--- src/rtl/load_store_unit_if.sv ---
// Data-memory bus between the load/store unit and the memory.
// Single outstanding request: req/gnt for the address phase, rvalid/rdata for read return.
interface load_store_unit_if;
    logic        mem_req;
    logic        mem_we;
    logic [31:0] mem_addr;
    logic [31:0] mem_wdata;
    logic [3:0]  mem_wstrb;
    logic        mem_gnt;
    logic        mem_rvalid;
    logic [31:0] mem_rdata;

    modport master (
        output mem_req, mem_we, mem_addr, mem_wdata, mem_wstrb,
        input  mem_gnt, mem_rvalid, mem_rdata
    );

    modport slave (
        input  mem_req, mem_we, mem_addr, mem_wdata, mem_wstrb,
        output mem_gnt, mem_rvalid, mem_rdata
    );
endinterface

--- src/rtl/load_store_unit.sv ---
// Load/store unit: data-memory stage behind the instruction controller.
// Latches one access in IDLE, drives the req/gnt/rvalid bus, extends load data
// and returns a one-cycle ready/valid pulse in DONE.
// Optional misalignment trap: define LSU_MISALIGN_TRAP_EN to add the
// 'misaligned' output and skip the bus for misaligned half/word accesses.
//
// state  | meaning
// IDLE   | waiting for memory_en; latches the access
// REQ    | mem_req high until mem_gnt (or timeout)
// WAIT_R | store accepted / load waiting for mem_rvalid (or timeout)
// DONE   | one-cycle completion pulse, then back to IDLE
module load_store_unit #(
    parameter int TIMEOUT_CYC = 255,
    parameter int TO_W        = 8
) (
    input  logic        CLK,
    input  logic        RESET_N,
    input  logic        memory_en,
    input  logic [1:0]  store_size,
    input  logic [2:0]  funct3,
    input  logic [31:0] addr,
    input  logic [31:0] wdata_in,
    output logic        mem_write_ready,
    output logic        mem_read_data_valid,
    output logic [31:0] load_data,
    output logic        bus_err,
`ifdef LSU_MISALIGN_TRAP_EN
    output logic        misaligned,
`endif
    load_store_unit_if.master bus
);

    typedef enum logic [1:0] {IDLE, REQ, WAIT_R, DONE} state_t;

    localparam logic [TO_W-1:0] TO_LAST = TO_W'((TIMEOUT_CYC > 0) ? TIMEOUT_CYC - 1 : 0);

    state_t          state, state_nxt;
    logic            we_r;
    logic [31:0]     addr_r;
    logic [1:0]      lane_r;
    logic [2:0]      funct3_r;
    logic [31:0]     wdata_r;
    logic [3:0]      wstrb_r;
    logic [TO_W-1:0] to_cnt;
    logic            to_err;
    logic            flushed;
    logic            kill;
    logic            to_hit;
    logic            timeout;
    logic [3:0]      st_wstrb;
    logic [31:0]     st_wdata;
    logic [7:0]      byte_val;
    logic [15:0]     half_val;
    logic [31:0]     ext_data;
    logic            done_ok;
`ifdef LSU_MISALIGN_TRAP_EN
    logic            is_half;
    logic            is_word;
    logic            mis_now;
    logic            mis_r;
`endif

    // Once the controller drops memory_en the access is flushed: no pulse, no load_data update.
    assign kill    = flushed | ~memory_en;
    assign to_hit  = (TIMEOUT_CYC != 0) && (to_cnt == TO_LAST);
    assign timeout = to_hit && (((state == REQ) && !bus.mem_gnt) ||
                                ((state == WAIT_R) && !bus.mem_rvalid));

`ifdef LSU_MISALIGN_TRAP_EN
    // Classify the incoming access width; undefined load funct3 counts as a word.
    always_comb begin
        is_half = (store_size == 2'b01) || ((store_size == 2'b11) && (funct3[1:0] == 2'b01));
        is_word = (store_size == 2'b10) ||
                  ((store_size == 2'b11) && (funct3 != 3'b000) && (funct3 != 3'b100) &&
                   (funct3[1:0] != 2'b01));
        mis_now = (is_half && addr[0]) || (is_word && (addr[1:0] != 2'b00));
    end
`endif

    // Store lane placement: replicate data across lanes and pick byte enables.
    always_comb begin
        st_wstrb = 4'b0000;
        st_wdata = wdata_in;
        case (store_size)
            2'b00: begin
                st_wstrb = 4'b0001 << addr[1:0];
                st_wdata = {4{wdata_in[7:0]}};
            end
            2'b01: begin
                st_wstrb = 4'b0011 << {addr[1], 1'b0};
                st_wdata = {2{wdata_in[15:0]}};
            end
            2'b10:   st_wstrb = 4'b1111;
            default: st_wstrb = 4'b0000;
        endcase
    end

    // Load lane extraction and sign/zero extension.
    always_comb begin
        byte_val = bus.mem_rdata[{lane_r, 3'b000} +: 8];
        half_val = bus.mem_rdata[{lane_r[1], 4'b0000} +: 16];
        case (funct3_r)
            3'b000:  ext_data = {{24{byte_val[7]}}, byte_val};
            3'b001:  ext_data = {{16{half_val[15]}}, half_val};
            3'b100:  ext_data = {24'h000000, byte_val};
            3'b101:  ext_data = {16'h0000, half_val};
            default: ext_data = bus.mem_rdata;
        endcase
    end

    // State register.
    always_ff @(posedge CLK) begin
        if (!RESET_N) state <= IDLE;
        else          state <= state_nxt;
    end

    // Next-state logic; a bus response wins over a same-cycle timeout.
    always_comb begin
        state_nxt = state;
        case (state)
            IDLE: begin
                if (memory_en) begin
`ifdef LSU_MISALIGN_TRAP_EN
                    state_nxt = mis_now ? DONE : REQ;
`else
                    state_nxt = REQ;
`endif
                end
            end
            REQ: begin
                if (bus.mem_gnt) state_nxt = we_r ? DONE : WAIT_R;
                else if (to_hit) state_nxt = DONE;
            end
            WAIT_R: begin
                if (bus.mem_rvalid || to_hit) state_nxt = DONE;
            end
            default: state_nxt = IDLE;
        endcase
    end

    // Access latch, timeout counter, flush tracking and load result register.
    always_ff @(posedge CLK) begin
        if (!RESET_N) begin
            we_r      <= 1'b0;
            addr_r    <= '0;
            lane_r    <= '0;
            funct3_r  <= '0;
            wdata_r   <= '0;
            wstrb_r   <= '0;
            to_cnt    <= '0;
            to_err    <= 1'b0;
            flushed   <= 1'b0;
            load_data <= '0;
`ifdef LSU_MISALIGN_TRAP_EN
            mis_r     <= 1'b0;
`endif
        end else begin
            case (state)
                IDLE: begin
                    if (memory_en) begin
                        we_r     <= (store_size != 2'b11);
                        addr_r   <= {addr[31:2], 2'b00};
                        lane_r   <= addr[1:0];
                        funct3_r <= funct3;
                        wdata_r  <= st_wdata;
                        wstrb_r  <= st_wstrb;
                        to_cnt   <= '0;
                        to_err   <= 1'b0;
                        flushed  <= 1'b0;
`ifdef LSU_MISALIGN_TRAP_EN
                        mis_r    <= mis_now;
`endif
                    end
                end
                REQ, WAIT_R: begin
                    if (!memory_en) flushed <= 1'b1;
                    if (state_nxt != state) to_cnt <= '0;
                    else                    to_cnt <= to_cnt + 1'b1;
                    if (timeout) begin
                        to_err <= 1'b1;
                        if (!we_r && !kill) load_data <= '0;
                    end
                    if ((state == WAIT_R) && bus.mem_rvalid && !kill) load_data <= ext_data;
                end
                default: ;
            endcase
        end
    end

    // Bus drive and completion pulses decoded from state.
    always_comb begin
        bus.mem_req         = (state == REQ);
        bus.mem_we          = we_r;
        bus.mem_addr        = addr_r;
        bus.mem_wdata       = wdata_r;
        bus.mem_wstrb       = wstrb_r;
        done_ok             = (state == DONE) && !kill;
        mem_write_ready     = done_ok && we_r;
        mem_read_data_valid = done_ok && !we_r;
        bus_err             = done_ok && to_err;
`ifdef LSU_MISALIGN_TRAP_EN
        misaligned          = done_ok && mis_r;
`endif
    end

endmodule

--- src/flat_wrapper.sv ---
// flat-port wrapper written by rule: the top's interface ports become plain ports
module load_store_unit_flat 
#(
    parameter int TIMEOUT_CYC = 255,
    parameter int TO_W        = 8
)
  (CLK, RESET_N, memory_en, store_size, funct3, addr, wdata_in, mem_write_ready, mem_read_data_valid, load_data, bus_err, bus_mem_req, bus_mem_we, bus_mem_addr, bus_mem_wdata, bus_mem_wstrb, bus_mem_gnt, bus_mem_rvalid, bus_mem_rdata);
  load_store_unit_if bus_i ();
  input  logic CLK;
  input  logic RESET_N;
  input  logic memory_en;
  input  logic [1:0] store_size;
  input  logic [2:0] funct3;
  input  logic [31:0] addr;
  input  logic [31:0] wdata_in;
  output logic mem_write_ready;
  output logic mem_read_data_valid;
  output logic [31:0] load_data;
  output logic bus_err;
  output wire logic [$bits(bus_i.mem_req)-1:0] bus_mem_req;
  output wire logic [$bits(bus_i.mem_we)-1:0] bus_mem_we;
  output wire logic [$bits(bus_i.mem_addr)-1:0] bus_mem_addr;
  output wire logic [$bits(bus_i.mem_wdata)-1:0] bus_mem_wdata;
  output wire logic [$bits(bus_i.mem_wstrb)-1:0] bus_mem_wstrb;
  input wire logic [$bits(bus_i.mem_gnt)-1:0] bus_mem_gnt;
  input wire logic [$bits(bus_i.mem_rvalid)-1:0] bus_mem_rvalid;
  input wire logic [$bits(bus_i.mem_rdata)-1:0] bus_mem_rdata;
  assign bus_mem_req = bus_i.mem_req;
  assign bus_mem_we = bus_i.mem_we;
  assign bus_mem_addr = bus_i.mem_addr;
  assign bus_mem_wdata = bus_i.mem_wdata;
  assign bus_mem_wstrb = bus_i.mem_wstrb;
  assign bus_i.mem_gnt = bus_mem_gnt;
  assign bus_i.mem_rvalid = bus_mem_rvalid;
  assign bus_i.mem_rdata = bus_mem_rdata;
  load_store_unit #(.TIMEOUT_CYC(TIMEOUT_CYC), .TO_W(TO_W)) u_core (.CLK(CLK), .RESET_N(RESET_N), .memory_en(memory_en), .store_size(store_size), .funct3(funct3), .addr(addr), .wdata_in(wdata_in), .mem_write_ready(mem_write_ready), .mem_read_data_valid(mem_read_data_valid), .load_data(load_data), .bus_err(bus_err), .bus(bus_i));
endmodule
--- config.mk ---
export PLATFORM = sky130hd
export DESIGN_NAME = load_store_unit_flat
export DESIGN_NICKNAME = d
export VERILOG_FILES = /design/src/rtl/load_store_unit_if.sv /design/src/rtl/load_store_unit.sv /design/src/flat_wrapper.sv
export SDC_FILE = /design/constraint.sdc
export NUM_CORES = 1
export LEC_CHECK = 0
export BUFFER_PORTS_ARGS = -buffer_cell sky130_fd_sc_hd__buf_2
export CAP_MARGIN = 30
export CELL_PAD_IN_SITES_DETAIL_PLACEMENT = 1
export CELL_PAD_IN_SITES_GLOBAL_PLACEMENT = 1
export CORE_MARGIN = 5
export CORE_UTILIZATION = 37
export DETAILED_ROUTE_END_ITERATION = 10
export GPL_TIMING_DRIVEN = 0
export PLACE_DENSITY_LB_ADDON = 0.1
export SETUP_SLACK_MARGIN = 0.5
export SYNTH_ARGS = -nofsm -noshare
export SYNTH_HDL_FRONTEND = slang
export SYNTH_SLANG_ARGS = --single-unit
--- constraint.sdc ---
create_clock -name CLK -period 3.25 [get_ports CLK]
set_input_delay 0.65 -clock CLK [delete_from_list [all_inputs] [get_ports CLK]]
set_output_delay 0.65 -clock CLK [all_outputs]
set_load 0.1 [all_outputs]
==> results.md <==
* Status: finished, final reports clean
* Crit path arrival time at 1810 ps
* Post-CTS Hold Fix Bufs at 0
* Internal Pwr Total at 3.38 mW
* Pleak at 3.27 nW
* Critical Path Fanout Max at 7
* Routed Antenna Nets at 0
* Psw at 3.04 mW
* RSZ-0062 raised after global routing: false
* Syn Std Cell Area at 5280 um^2
* Synth area leader: dfxtp_1
* Pin count of the biggest net entering global routing at 17
* Count of flip-flops with a built-in enable after synthesis at 0
* Async set or reset register ratio after synthesis at 0%
* Antenna violations before repair at 1
* Post-CTS Setup Repair Bufs at 0
* First-pass GRT wire length at 29.7 mm
* Final Max Tran Viols at 0
* WP data required at 2600 ps
* Distinct cell type count after synthesis at 50
* Share of cells above drive strength 1 at 30.4%
* H-tree levels at 4
* CP Launch Type: register
* Clk slew on worst S/H paths at 50 ps
* Sequential element share of the synthesized area at 44.0%
* CTS tree: done
* Comb pwr share at 43.8%
* WP buf/inv at 1
* CP max stage cell: dfxtp_1
* FMAX at 0.406 GHz
* Reg2reg path depth at 8
* Top Family by Delay on Critical Path: flip-flops
* Largest cells by area after synthesis: dfxtp_1 44%, nand2_1 13%, a21oi_1 6.4%
* Fin nets at 991
* Core footprint at 13900 um^2
* Gr ovfl total at 0
* WL/cell at 17.6 um
* DRC at 0
* IO Pins at 211
* Syn Area/Cell at 8.11 um^2
* Clk sinks at 116
* Slew HR at 58.4%
* Clock Skews at 5.12 ps
* Slew @ Worst Pin at 622 ps
* Worst Path Class, Setup: reg2out
* Port Buf Inserts at 207
* Worst VDD drop at 551 uV
* Pwr Density at 900 nW/um^2
* Hold depth at 2
* Syn Inst Count at 651
* Crit path capture type: output port
* Synth top area share at 44.0%
* Gpl congestion at 0.836
* Root Buffer: clkbuf_16
* Area grow syn2layout at 35.1%
* Layout Utilization at 51.2%
* Total number of yosys warnings at 0
* Sequential share of power at 27.7%
* DIE HEIGHT at 129 um
* Switching share of power at 47.4%
* Finished Cell Area at 7140 um^2
* Max Cap Viol at 0
* Starting DRT DRC Count at 196
* ANT cells at 0
* Detailed placement HPWL at 14.6 mm
* WL final at 18.8 mm
* Fin crit share at 75.8%
* Worst hold path type: reg2reg
* Final hold violation count at 0
* Tmin final at 2460 ps
* Placed Area at 6550 um^2
* GRT Overall Usage at 22.6%
* Main synth FF type: dfxtp_1
* Final setup fails at 0
* Ordered list of cells on the worst path: ha_1 -> nand2_1 -> nor2_1 -> and2_1 -> buf_2
* Synth Register Bits at 116
* Die area at 16800 um^2
* Filler cell count at 1773
* Initial Util at 37.9%
* Hold WS at 438 ps
* Worst path depth at 5
* Num CTS Buffers at 17
* Clock latency on the worst-skew pair at 410 ps
* Max incr delay on CP at 460 ps
* Vias in the first global route at 5811
* Die width at 129 um
* Clock share of power at 28.6%
* CTS max path bufs at 2
* Via density at 5.12
* Row count at 43
* # resized after CTS at 0
* Vias at 5477
* First-pass DRT Iterations at 4
* Final TNS setup at 0 ps
## final cells by class
type	instances	area [um^2]	area share, %
repair buffers	207	1040	14.5
multi-input cells	479	2720	38.2
flip-flops and latches	116	2320	32.5
inverters	10	37.5	0.526
well taps	180	225	3.16
plain buffers	47	206	2.89
clock inverters	10	105	1.47
clock buffers	21	480	6.73
## cell usage after synthesis (2+ instances only)
| cell | instances |
|---|---|
| o21ai_0 | 26 |
| and2_1 | 3 |
| a21o_1 | 4 |
| o221ai_1 | 7 |
| mux2i_1 | 17 |
| nand2_1 | 177 |
| a32o_1 | 7 |
| o21ai_1 | 2 |
| nand2b_1 | 26 |
| nand3_1 | 5 |
| mux2_2 | 8 |
| a31oi_1 | 8 |
| buf_1 | 4 |
| clkbuf_1 | 33 |
| nor2_1 | 34 |
| a211oi_1 | 9 |
| dfxtp_1 | 116 |
| a22o_1 | 21 |
| ha_1 | 7 |
| nor4_4 | 2 |
| or3_1 | 2 |
| a21oi_1 | 68 |
| nor3_1 | 11 |
| a311oi_1 | 8 |
| nor2b_1 | 5 |
| buf_6 | 2 |
| inv_1 | 9 |
| a21oi_2 | 2 |
| buf_4 | 2 |
| buf_2 | 6 |
## sequential cells by signal (all words and copies together), names as in the netlist
register              flops
u_core.bus.mem_addr      30
u_core.bus.mem_wdata     32
u_core.bus.mem_we         1
u_core.bus.mem_wstrb      4
u_core.flushed            1
u_core.funct3_r           3
u_core.lane_r             2
u_core.load_data         32
u_core.state              2
u_core.to_cnt             8
u_core.to_err             1
## layout by cell type (no fill, tap or decap), types with 8 or more instances in the layout
cell type  count
nand2_1      177
clkbuf_16     17
a22o_1        21
a21oi_1       68
nor3_1        10
nand2b_1      26
mux2i_1       17
inv_1          9
clkbuf_1      33
a211oi_1       9
a311oi_1       8
nor2_1        34
mux2_2         8
dfxtp_1      116
o21ai_0       26
a31oi_1        8
buf_2        213
## power groups by stage
stage | sequential [mW] | combinational [mW] | clock (mW)
floorplan | 3.08 | 0.946 | 0
global placement | 1.79 | 2.76 | 0
detailed placement | 1.80 | 2.82 | 0
CTS | 1.78 | 2.83 | 1.87
global route | 1.80 | 2.99 | 1.94
finish | 1.78 | 2.81 | 1.83
## worst reg2reg max path, stage by stage (launching register included)
cell	delay (ps)
dfxtp_1	440
inv_1	140
ha_1	290
nor2b_1	190
o211ai_1	280
o21ai_0	130
a21oi_1	340
buf_2	350
a22o_1	200
## layer usage
metal | up-vias | GRT usage [%] | part of all wire (%)
met5 | - | 0 | 0.037
met4 | 2 | 8.68 | 2.4
met3 | 30 | 7.42 | 7.1
met2 | 147 | 39.1 | 50
met1 | 2598 | 25.8 | 40
li1 | 2700 | - | -
## logic make-up after synthesis
group	after synthesis	share of synthesized area, %
and+or+nand+nor	273	23.0
AOI/OAI and AO/OA	169	21.0
DFF	116	44.0
buffers and inverters	57	4.62
muxes	26	5.35
adders and majority gates	7	1.66
xor gates and xnor gates	2	0.332
other	1	0.0710
## worst paths after layout
check / endpoint / start / slack (ps)
setup / recovery: mem_write_ready / u_core.state[0] / 790
hold / removal: u_core.load_data[1] / u_core.load_data[1] / 440
setup reg to reg: u_core.load_data[31] / u_core.state[1] / 830
hold reg to reg: u_core.load_data[1] / u_core.load_data[1] / 440
## per-stage QoR
stage	setup WS, ps	std cells	power, mW
after global routing	578	1070	6.73
after global placement	884	1039	4.56
after detailed placement	803	1039	4.62
after CTS	768	1070	6.47
final	787	1070	6.42
after floorplan	557	652	4.03
Note: power is estimated with default switching activity, not from simulation.
